[src/rtl/axi_elastic_buffer.sv]
`default_nettype none
// ============================================================================
//  Module   : axi_elastic_buffer
//  Purpose  : Parametrised elastic buffer for valid/ready streams with a TLAST
//             sideband, optional packet store-and-forward, a fill-level output
//             and a synchronous flush. Sustains one transfer per cycle on
//             each side and registers all cross-side paths.
//  Revision : 1.0 - initial release
// ----------------------------------------------------------------------------
//  Ports
//    clk          in   clock, all state updates on the rising edge
//    resetn       in   synchronous active-low reset
//    flush        in   synchronous clear of all stored entries
//    s_axi_valid  in   upstream valid
//    s_axi_ready  out  upstream ready
//    s_axi_data   in   upstream payload   [DATA_WIDTH-1:0]
//    s_axi_last   in   upstream end-of-packet
//    m_axi_valid  out  downstream valid
//    m_axi_ready  in   downstream ready
//    m_axi_data   out  downstream payload [DATA_WIDTH-1:0]
//    m_axi_last   out  downstream end-of-packet
//    level        out  number of stored entries [clog2(DEPTH):0]
// ============================================================================
module axi_elastic_buffer #(
    parameter int DATA_WIDTH  = 32,
    parameter int DEPTH       = 4,
    parameter int PACKET_MODE = 0
) (
    input  logic                     clk,
    input  logic                     resetn,
    input  logic                     flush,
    input  logic                     s_axi_valid,
    output logic                     s_axi_ready,
    input  logic [DATA_WIDTH-1:0]    s_axi_data,
    input  logic                     s_axi_last,
    output logic                     m_axi_valid,
    input  logic                     m_axi_ready,
    output logic [DATA_WIDTH-1:0]    m_axi_data,
    output logic                     m_axi_last,
    output logic [$clog2(DEPTH):0]   level
);

    localparam int c_PTR_W = $clog2(DEPTH);
    localparam int c_LVL_W = c_PTR_W + 1;

    // Each entry holds {last, data}; storage is deliberately not reset.
    logic [DATA_WIDTH:0]  r_mem [DEPTH];
    logic [c_PTR_W-1:0]   r_wptr;
    logic [c_PTR_W-1:0]   r_rptr;
    logic [c_LVL_W-1:0]   r_level;
    logic                 r_full;

    logic                 w_push;
    logic                 w_pop;
    logic                 w_pkt_ok;
    logic [c_LVL_W-1:0]   w_level_nxt;

    // Ready depends only on the full register and flush, never on m_axi_ready.
    assign s_axi_ready = ~r_full & ~flush;
    assign w_push      = s_axi_valid & s_axi_ready;
    assign w_pop       = m_axi_valid & m_axi_ready;

    assign m_axi_valid = (r_level != '0) & w_pkt_ok & ~flush;
    assign {m_axi_last, m_axi_data} = r_mem[r_rptr];
    assign level       = r_level;

    always_comb begin
        w_level_nxt = r_level;
        if (w_push && !w_pop) begin
            w_level_nxt = r_level + c_LVL_W'(1);
        end else if (w_pop && !w_push) begin
            w_level_nxt = r_level - c_LVL_W'(1);
        end
    end

    always_ff @(posedge clk) begin
        if (w_push) begin
            r_mem[r_wptr] <= {s_axi_last, s_axi_data};
        end
    end

    // Pointers wrap naturally because DEPTH is a power of two.
    always_ff @(posedge clk) begin
        if (!resetn || flush) begin
            r_wptr  <= '0;
            r_rptr  <= '0;
            r_level <= '0;
            r_full  <= 1'b0;
        end else begin
            if (w_push) begin
                r_wptr <= r_wptr + c_PTR_W'(1);
            end
            if (w_pop) begin
                r_rptr <= r_rptr + c_PTR_W'(1);
            end
            r_level <= w_level_nxt;
            // A pop at full always lowers the level, so this also clears full
            // on the popping edge.
            r_full  <= (w_level_nxt == c_LVL_W'(DEPTH));
        end
    end

    generate
        if (PACKET_MODE != 0) begin : g_packet
            logic [c_LVL_W-1:0] r_pkt_cnt;
            logic               w_push_last;
            logic               w_pop_last;

            assign w_push_last = w_push & s_axi_last;
            assign w_pop_last  = w_pop & m_axi_last;

            always_ff @(posedge clk) begin
                if (!resetn || flush) begin
                    r_pkt_cnt <= '0;
                end else if (w_push_last && !w_pop_last) begin
                    r_pkt_cnt <= r_pkt_cnt + c_LVL_W'(1);
                end else if (w_pop_last && !w_push_last) begin
                    r_pkt_cnt <= r_pkt_cnt - c_LVL_W'(1);
                end
            end

            // Releasing at full lets packets longer than DEPTH drain instead
            // of deadlocking.
            assign w_pkt_ok = (r_pkt_cnt != '0) | r_full;
        end else begin : g_cut_through
            assign w_pkt_ok = 1'b1;
        end
    endgenerate

endmodule
`default_nettype wire

[config.mk]
export PLATFORM = sky130hd
export DESIGN_NAME = axi_elastic_buffer
export DESIGN_NICKNAME = d
export VERILOG_FILES = /design/src/rtl/axi_elastic_buffer.sv
export SDC_FILE = /design/constraint.sdc
export NUM_CORES = 1
export LEC_CHECK = 0
export CAP_MARGIN = 0
export CORE_MARGIN = 8
export CORE_UTILIZATION = 54
export DETAILED_ROUTE_END_ITERATION = 10
export GPL_TIMING_DRIVEN = 0
export PLACE_DENSITY = 0.79
export SLEW_MARGIN = 25
export SYNTH_ARGS = -nofsm -noshare
export SYNTH_HDL_FRONTEND = slang
export SYNTH_SLANG_ARGS = --single-unit
[constraint.sdc]
create_clock -name clk -period 5.25 [get_ports clk]
set_clock_uncertainty 0.05 [all_clocks]
set_input_delay 1.05 -clock clk [delete_from_list [all_inputs] [get_ports clk]]
set_output_delay 1.05 -clock clk [all_outputs]
set_load 0.02 [all_outputs]
==> run_results.csv <==
group,metric,value,unit
outcome,status,"finished clean",
yosys,yosys_warnings,0,
yosys,syn_inst,237,
layout,utilization,0.7099,
grt,grt_max_degree,23,
cts,ctsResizeCount,0,
setup_path,reg2reg_from,"level[0]",
sta,rsz0062_at_grt,"false",
layout,layout-drive-gt1-share,0.2248,
layout,fin_cells,480,
cts,cts_max_level,4,
yosys,synth_mux_area_frac,0.1398,
floorplanning,core-area,9684,µm²
yosys,syn_avg_cell_area,22.44,µm²
cts,clk_path_buf_depth,2,
placement,place_inst,449,
setup_path,critPathRequiredTime,4.15,ns
sta,drv_slew,0,
yosys,syn-cell-area,5318,µm²
placement,portBuffers,75,
route,wl_per_cell,20.05,µm
yosys,synth_top_family_by_area,"multiplexers",
layout,seqCellArea,4164,µm²
yosys,yosysTopAreaCellShare,0.7454,
layout,multiInputGateArea,1099,µm²
layout,layout_commonest_cell,"edfxtp_1",
yosys,synth_seq_area_share,0.7831,
route,drtIter0Drc,120,
setup_path,ff2ff_setup_slack,2.90,ns
sta,period_needed,3.778,ns
power,max-vdd-ir-drop,0.0002072,V
layout,area_growth,29.29,%
cts,cts.clk_slew.worst_paths,0.05,ns
job,maxCapViolCount,0,
grt,grt_pass1_wl,14880,µm
route,vias_per_cell,5.365,
setup_path,reg2reg_depth,7,
sta,post-route-period-util,0.7196,
worst_hold_path,min_to,"r_wptr[1]",
yosys,synth_compound_area_frac,0.01012,
yosys,synth-edff-count,132,
grt,antenna_found_initial,0,
layout,final_area,6875,µm²
grt,overflow,0,
sta,setup_viol,0,
yosys,synth_flop_cell,"edfxtp_1",
setup_path,startpoint_type,"flip-flop",
yosys,synth_top_area_cell,"edfxtp_1",
yosys,synthArstFlopShare,0,
worst_hold_path,min_from,"r_wptr[1]",
cts,postCtsSetupRepairBufs,0,
setup_path,rr_endpoint,"r_full",
power,p_per_area,359.9,nW/µm²
floorplanning,initial_utilization,0.5491,
placement,place.gp.congestion,0.6909,
floorplanning,rows,36,
yosys,synth_cell_types,27,
power,leakage,2.199,nW
floorplanning,dieArea,13280,µm²
sta,fmax,264.7,MHz
route,drtAntennaViolNets,0,
grt,grt_pass1_vias,2797,
yosys,synthXorXnorAreaFrac,0.008235,
worst_hold_path,whs_path_depth,2,
cts,clockRootBuffer,"clkbuf_8",
cts,ctsHoldBuffers,0,
sta,maxSlewHeadroom,0.5449,
sta,tns,0,ns
yosys,synthAdderAreaFrac,0.01647,
placement,dp.final_hpwl,6195,µm
cts,cts_tree,"built",
floorplanning,die_y,115.2,µm
sta,finalHoldViolations,0,
route,routed_wl,9622,µm
cts,clock-sinks,142,
setup_path,endpoint_kind,"primary output",
cts,clock_latency,0.52,ns
yosys,syn-num-nets,282,
setup_path,crit_type,"flip-flop to primary output",
layout,nNetsFinal,380,
sta,worstMarginPinSlew,0.6827,ns
route,drc,0,
layout,n_antenna_cell,0,
yosys,synth_simple_gate_area_share,0.03106,
setup_path,arrival,2.68,ns
route,dr.pass1.iters,4,
cts,cts_made_buffers,17,
route,dr_total_vias,2575,
floorplanning,die_w,115.2,µm
yosys,ys_ff_latch,142,
layout,fillers,618,
yosys,synthTopCellsByArea,"edfxtp_1 75%, mux4_2 14%, dfxtp_1 3.8%",
floorplanning,pin_count,76,
layout,layout_common_cells,"132 x edfxtp_1, 75 x clkdlybuf4s50_1, 33 x mux4_2",
worst_hold_path,worst_hold_path_type,"flip-flop to flip-flop",
placement,placed_cell_area,6342,µm²
grt,grt_util_all_layers,0.1571,
setup_path,cp_max_fo,10,
-- metrics by stage --
step | worst slack (ns) | total power [mW] | hold slack (ns)
6_report | 1.472 | 2.474 | 0.4475
5_1_grt | 1.282 | 2.547 | 0.4862
4_1_cts | 1.387 | 2.496 | 0.4536
3_5_place_dp | 1.796 | 1.430 | 0.4458
3_3_place_gp | 1.205 | 1.424 | 0.4363
2_1_floorplan | 2.505 | 1.348 | 0.4192
-- worst max path at each step --
stage | to | depth (start not counted)
floorplan | r_mem[0][0] | 2
global placement | r_mem[1][19] | 3
detailed placement | s_axi_ready | 3
CTS | m_axi_data[10] | 4
global route | m_axi_data[10] | 4
finish | m_axi_data[10] | 4
-- cell families after synthesis --
group,Yosys count
AOI/OAI and AO/OA,7
and+or+nand+nor,28
buffers and inverters,15
DFF,142
xor gates and xnor gates,5
muxes,33
adders and majority gates,7
-- flip-flops by register name, indices dropped and copies added, names as in the netlist, named ones only --
signal / flops
r_mem: 132
r_wptr: 2
r_full: 1
r_rptr: 2
level: 3
-- worst max-delay path, cell delays in order, from the launching register on --
cell and delay (ns):
dfxtp_1 0.30, clkbuf_1 0.30, buf_2 0.42, mux4_2 0.58, clkdlybuf4s50_1 0.57
-- cells in the mapped netlist, types with 2 or more instances --
cell and number:
xnor2_1 4, a211oi_1 2, edfxtp_1 132, nor2_1 9
and2_1 4, buf_2 3, mux4_2 33, a21oi_1 2
clkbuf_1 7, dfxtp_1 10, nand2_1 4, nor3_1 2
ha_1 7, inv_1 5
-- layout make-up --
type | count | area share
flip-flops and latches | 142 | 0.6056
multi-input cells | 80 | 0.1598
repair buffers | 79 | 0.1241
clock buffers | 17 | 0.06024
well taps | 133 | 0.02420
clock inverters | 14 | 0.01729
plain buffers | 10 | 0.006005
inverters | 5 | 0.002730
-- power by group --
part / internal [mW] / switching, mW / leakage [nW]
clock: 0.622 / 0.447 / 0.254
combinational: 0.0762 / 0.0680 / 0.666
sequential: 1.26 / 0.00555 / 1.28
-- routing by layer --
layer	GRT usage	vias up	wire length, µm
li1	-	1178	-
met1	0.1819	1304	4047
met2	0.2549	77	4803
met3	0.06092	16	617
met4	0.07093	0	154
met5	0	-	0
Power figures use the tool's default switching activity.
